`src/rtl/host_req_arb.sv`:
```
// Round-robin arbiter sharing one TL-UL host adapter port between two hosts.
// Tracks the issuing host of each accepted request and routes in-order responses.
module host_req_arb #(
    parameter int DataWidth      = 32,
    parameter int MaxOutstanding = 2
) (
    input  logic                              clk_i,
    input  logic                              rst_ni,
    input  logic [1:0]                        host_req_i,
    output logic [1:0]                        host_gnt_o,
    input  logic [1:0][DataWidth-1:0]         host_addr_i,
    input  logic [1:0]                        host_we_i,
    input  logic [1:0][DataWidth-1:0]         host_wdata_i,
    input  logic [1:0][DataWidth/8-1:0]       host_be_i,
    output logic [1:0]                        host_valid_o,
    output logic [DataWidth-1:0]              host_rdata_o,
    output logic                              host_err_o,
    output logic                              dev_req_o,
    output logic                              dev_we_o,
    output logic [DataWidth-1:0]              dev_addr_o,
    output logic [DataWidth-1:0]              dev_wdata_o,
    output logic [DataWidth/8-1:0]            dev_be_o,
    input  logic                              dev_gnt_i,
    input  logic                              dev_valid_i,
    input  logic [DataWidth-1:0]              dev_rdata_i,
    input  logic                              dev_err_i,
    output logic [$clog2(MaxOutstanding+1)-1:0] outstanding_o,
    output logic                              spurious_rsp_o
);

    localparam int CntW = $clog2(MaxOutstanding + 1);
    localparam int PtrW = (MaxOutstanding > 1) ? $clog2(MaxOutstanding) : 1;

    logic                      prio_q, prio_d;
    logic                      lock_q, lock_d;
    logic                      lock_idx_q, lock_idx_d;
    logic [MaxOutstanding-1:0] fifo_q, fifo_d;
    logic [PtrW-1:0]           wptr_q, wptr_d;
    logic [PtrW-1:0]           rptr_q, rptr_d;
    logic [CntW-1:0]           count_q, count_d;

    logic sel_vld, sel_idx, push, pop, room, head;

    // A response popping this cycle frees a slot, so a full FIFO can still present.
    assign pop  = dev_valid_i & (count_q != '0);
    assign room = (count_q != CntW'(MaxOutstanding)) | pop;
    assign head = fifo_q[rptr_q];

    always_comb begin
        sel_vld = 1'b0;
        sel_idx = prio_q;
        if (lock_q) begin
            sel_vld = 1'b1;
            sel_idx = lock_idx_q;
        end else if (room) begin
            unique case (host_req_i)
                2'b01:   begin sel_vld = 1'b1; sel_idx = 1'b0; end
                2'b10:   begin sel_vld = 1'b1; sel_idx = 1'b1; end
                2'b11:   begin sel_vld = 1'b1; sel_idx = prio_q; end
                default: begin sel_vld = 1'b0; sel_idx = prio_q; end
            endcase
        end
    end

    assign push = sel_vld & dev_gnt_i;

    always_comb begin
        dev_req_o   = sel_vld;
        dev_we_o    = 1'b0;
        dev_addr_o  = '0;
        dev_wdata_o = '0;
        dev_be_o    = '0;
        if (sel_vld) begin
            dev_we_o    = host_we_i[sel_idx];
            dev_addr_o  = host_addr_i[sel_idx];
            dev_wdata_o = host_wdata_i[sel_idx];
            dev_be_o    = host_be_i[sel_idx];
        end
    end

    always_comb begin
        host_gnt_o   = 2'b00;
        host_valid_o = 2'b00;
        if (push) host_gnt_o[sel_idx] = 1'b1;
        if (pop)  host_valid_o[head]  = 1'b1;
    end

    assign host_rdata_o   = dev_rdata_i;
    assign host_err_o     = dev_err_i;
    assign spurious_rsp_o = dev_valid_i & (count_q == '0);
    assign outstanding_o  = count_q;

    always_comb begin
        prio_d     = prio_q;
        lock_d     = sel_vld & ~dev_gnt_i;
        lock_idx_d = sel_vld ? sel_idx : lock_idx_q;
        fifo_d     = fifo_q;
        wptr_d     = wptr_q;
        rptr_d     = rptr_q;
        count_d    = count_q;
        if (push) begin
            fifo_d[wptr_q] = sel_idx;
            prio_d         = ~sel_idx;
            wptr_d = (wptr_q == PtrW'(MaxOutstanding - 1)) ? '0 : wptr_q + 1'b1;
        end
        if (pop) begin
            rptr_d = (rptr_q == PtrW'(MaxOutstanding - 1)) ? '0 : rptr_q + 1'b1;
        end
        if (push & ~pop)      count_d = count_q + 1'b1;
        else if (pop & ~push) count_d = count_q - 1'b1;
    end

    always_ff @(posedge clk_i or negedge rst_ni) begin
        if (!rst_ni) begin
            prio_q     <= 1'b0;
            lock_q     <= 1'b0;
            lock_idx_q <= 1'b0;
            fifo_q     <= '0;
            wptr_q     <= '0;
            rptr_q     <= '0;
            count_q    <= '0;
        end else begin
            prio_q     <= prio_d;
            lock_q     <= lock_d;
            lock_idx_q <= lock_idx_d;
            fifo_q     <= fifo_d;
            wptr_q     <= wptr_d;
            rptr_q     <= rptr_d;
            count_q    <= count_d;
        end
    end

endmodule

```
`config.mk`:
```
export PLATFORM = sky130hd
export DESIGN_NAME = host_req_arb
export DESIGN_NICKNAME = d
export VERILOG_FILES = /design/src/rtl/host_req_arb.sv
export SDC_FILE = /design/constraint.sdc
export NUM_CORES = 1
export LEC_CHECK = 0
export ABC_AREA = 1
export CORE_AREA = 2 2 111 113
export DETAILED_ROUTE_END_ITERATION = 8
export DIE_AREA = 0 0 113 115
export GPL_TIMING_DRIVEN = 0
export HOLD_SLACK_MARGIN = 0.05
export PLACE_DENSITY = 0.65
export SETUP_SLACK_MARGIN = 0.1
export SLEW_MARGIN = 5
export SYNTH_ARGS = -nofsm -noshare
export SYNTH_HDL_FRONTEND = slang
export SYNTH_SLANG_ARGS = --single-unit
export TNS_END_PERCENT = 1
```
`constraint.sdc`:
```
create_clock -name clk_i -period 5.25 [get_ports clk_i]
set_input_delay 0.525 -clock clk_i [delete_from_list [all_inputs] [get_ports clk_i]]
set_output_delay 0.525 -clock clk_i [all_outputs]
set_load 0.03 [all_outputs]
```
==> impl_metrics.ini <==
[sta]
fin_skew_ns = 0.00183
fin_setup_tns_ns = 0
worst_pin_slew_ns = 0.508
finalCriticalPeriod_ns = 3.51
max_freq_mhz = 285
fin_crit_sh = 0.669
finalSetupViolations = 0
finalHoldViolations = 0
finalMaxSlewViolations = 0
rsz0062_at_grt = no
slew_headroom = 0.661

[final_layout]
num_antenna_cells = 0
layout-drive-gt1-share = 0.0829
final_cell_mix = clkdlybuf4s50_1 (253), nand2_1 (84), inv_1 (80)
nNetsFinal = 917
fin_area_mm2 = 0.00524
utilization = 0.444
area_delta_synth_final_pct = 114
layout_commonest_cell = clkdlybuf4s50_1
stdcell_count = 883

[yosys]
synth_nets = 659
avgSynthCellArea_um2 = 5.11
synthCells = 479
synth_cell_type_count = 19
yosysSeqAreaShare = 0.0920
netlist_area_mm2 = 0.00245
yosysWarningCount = 0
ys_seq_elements = 9

[clock_network]
cts_setup_buffers = 0
cts.htree.levels = 1
worstSkewPairLatency_ns = 0.24
cts-resized-gates = 0
clk_path_buf_depth = 2
ctsHoldBuffers = 0
cts_num_sinks = 9
cts_buffers = 3
cts_tree = done
clkTransAtPathRegs_ns = 0.04
cts_root_buf = clkbuf_16

[global_route]
grt_max_degree = 11
overflow = 0
antenna_found_initial = 0
grt_pass1_vias = 3552
grt_pass1_wl_um = 17700
track_usage = 0.165

[floorplan]
initial_core_util = 0.207
die_h_um = 115
rows = 40
dieArea_mm2 = 0.0130
core_mm2 = 0.0118
ios = 287
die-width_um = 113

[run_status]
violations = design-rule violations
outcome = finished, violations left

[routing]
drc = 19
routed_via_density = 4.29
wirelength_um = 11700
drt_iter0_markers = 196
detail-route-antenna-nets = 0
first_pass_iters = 7
wl_per_cell_um = 13.3
vias = 3784

[job]
cap_violations = 0

[critical_path]
crit_arrival_ns = 2.99
startpoint_type = input port
path_class = in2out
crit_required_ns = 4.72
endpoint_kind = primary output
worstPathMaxFanout = 10

[placement]
io_buffers = 253
place_inst = 879
dp_hpwl_um = 9830
dpl_cell_area_mm2 = 0.00516
finalWeightedCongestion = 0.810

[power]
peakVddDrop_v = 0.000302
power_mw = 2.24
netSwitchingPower_mw = 1.22
seq_power_share = 0.057
pwr-share-comb = 0.882
p_clk_frac = 0.060
powerDensity_mw_per_mm2 = 428
power.leakage_nw = 2.68
internal_power_mw = 1.02
switching_share = 0.545

[worst_hold_path]
hold_path_class = reg2reg
==> cell type report <==
class | count | area [um^2]
plain buffers | 70 | 482
clock buffers | 4 | 78.8
fillers | 1255 | 6570
inverters | 81 | 304
multi-input cells | 319 | 1440
flip-flops and latches | 9 | 225
well taps | 147 | 184
repair buffers | 253 | 2530
==> path summary, 6_finish.rpt <==
check                                       from  slack (ns)          endpoint  cells past startpoint
worst max-delay path               host_req_i[0]        1.74   dev_wdata_o[15]                     15
worst min-delay path                  lock_idx_q        0.49        lock_idx_q                      2
worst max register to register  outstanding_o[0]        3.29  outstanding_o[1]                     10
worst min register to register        lock_idx_q        0.49        lock_idx_q                      2
max in group asynchronous                 rst_ni        4.38        lock_idx_q                      1
min in group asynchronous                 rst_ni        0.59  outstanding_o[0]                      1
==> registers in the layout, indices dropped and copies added, names as in the netlist <==
signal         cells
fifo_q             2
outstanding_o      2
lock_idx_q         1
lock_q             1
prio_q             1
rptr_q             1
wptr_q             1
==> kinds of logic (layout without fill, tap and decap cells) <==
group,count (synthesis),count (layout),share of synthesized area
simple gates,237,237,0.405
buf+inv,151,408,0.321
compound gates,76,76,0.155
flops,9,9,0.0920
fa+ha+maj,3,3,0.0153
xor+xnor,3,3,0.0107
==> power by group through the flow <==
| stage | clock (mW) | combinational [mW] | sequential [mW] |
|---|---|---|---|
| CTS | 0.138 | 2.00 | 0.129 |
| detailed placement | 0 | 1.99 | 0.129 |
| finish | 0.135 | 1.98 | 0.129 |
| global route | 0.141 | 2.13 | 0.134 |
| global placement | 0 | 1.98 | 0.128 |
| floorplan | 0 | 1.18 | 0.140 |
==> synth_stat cells <==
cell / number / area share
xnor2_1: 3 / 0.011
nor3_1: 1 / 0.0020
nand3_2: 1 / 0.0041
dfrtp_1: 9 / 0.092
inv_1: 80 / 0.12
o21ai_0: 5 / 0.010
nand4_1: 1 / 0.0026
buf_4: 33 / 0.10
nand2_1: 84 / 0.13
nand3_1: 70 / 0.14
buf_1: 4 / 0.0061
nand2_2: 2 / 0.0051
ha_1: 3 / 0.015
clkbuf_1: 12 / 0.018
nor2_1: 78 / 0.12
a21oi_1: 71 / 0.15
buf_2: 10 / 0.020
buf_6: 11 / 0.051
inv_2: 1 / 0.0015
==> metal layers <==
metal	track usage	vias up	routed length [um]	share of wire
li1	-	1961	-	-
met1	0.205	1678	4770	0.41
met2	0.315	139	6170	0.53
met3	0.0200	6	748	0.064
met4	0.0187	0	61	0.0052
met5	0	-	0	0
==> critical path, cell delays in order <==
cell and delay, ns:
clkdlybuf4s50_1 0.46, inv_1 0.05, ha_1 0.30, inv_1 0.06, nand2_1 0.04, nand2_1 0.05
nand2_1 0.04, nand2_1 0.07, nand2_2 0.09, buf_6 0.17, buf_6 0.15, nand3_1 0.06
nand2_1 0.05, nor2_1 0.16, clkdlybuf4s50_1 0.70
==> per-stage QoR <==
stage	worst slack [ns]	hold slack [ns]
2_1_floorplan	2.78	0.229
3_3_place_gp	1.75	0.473
3_5_place_dp	1.73	0.478
4_1_cts	1.71	0.489
5_1_grt	1.54	0.519
6_report	1.74	0.485
Power figures use the tool's default switching activity.
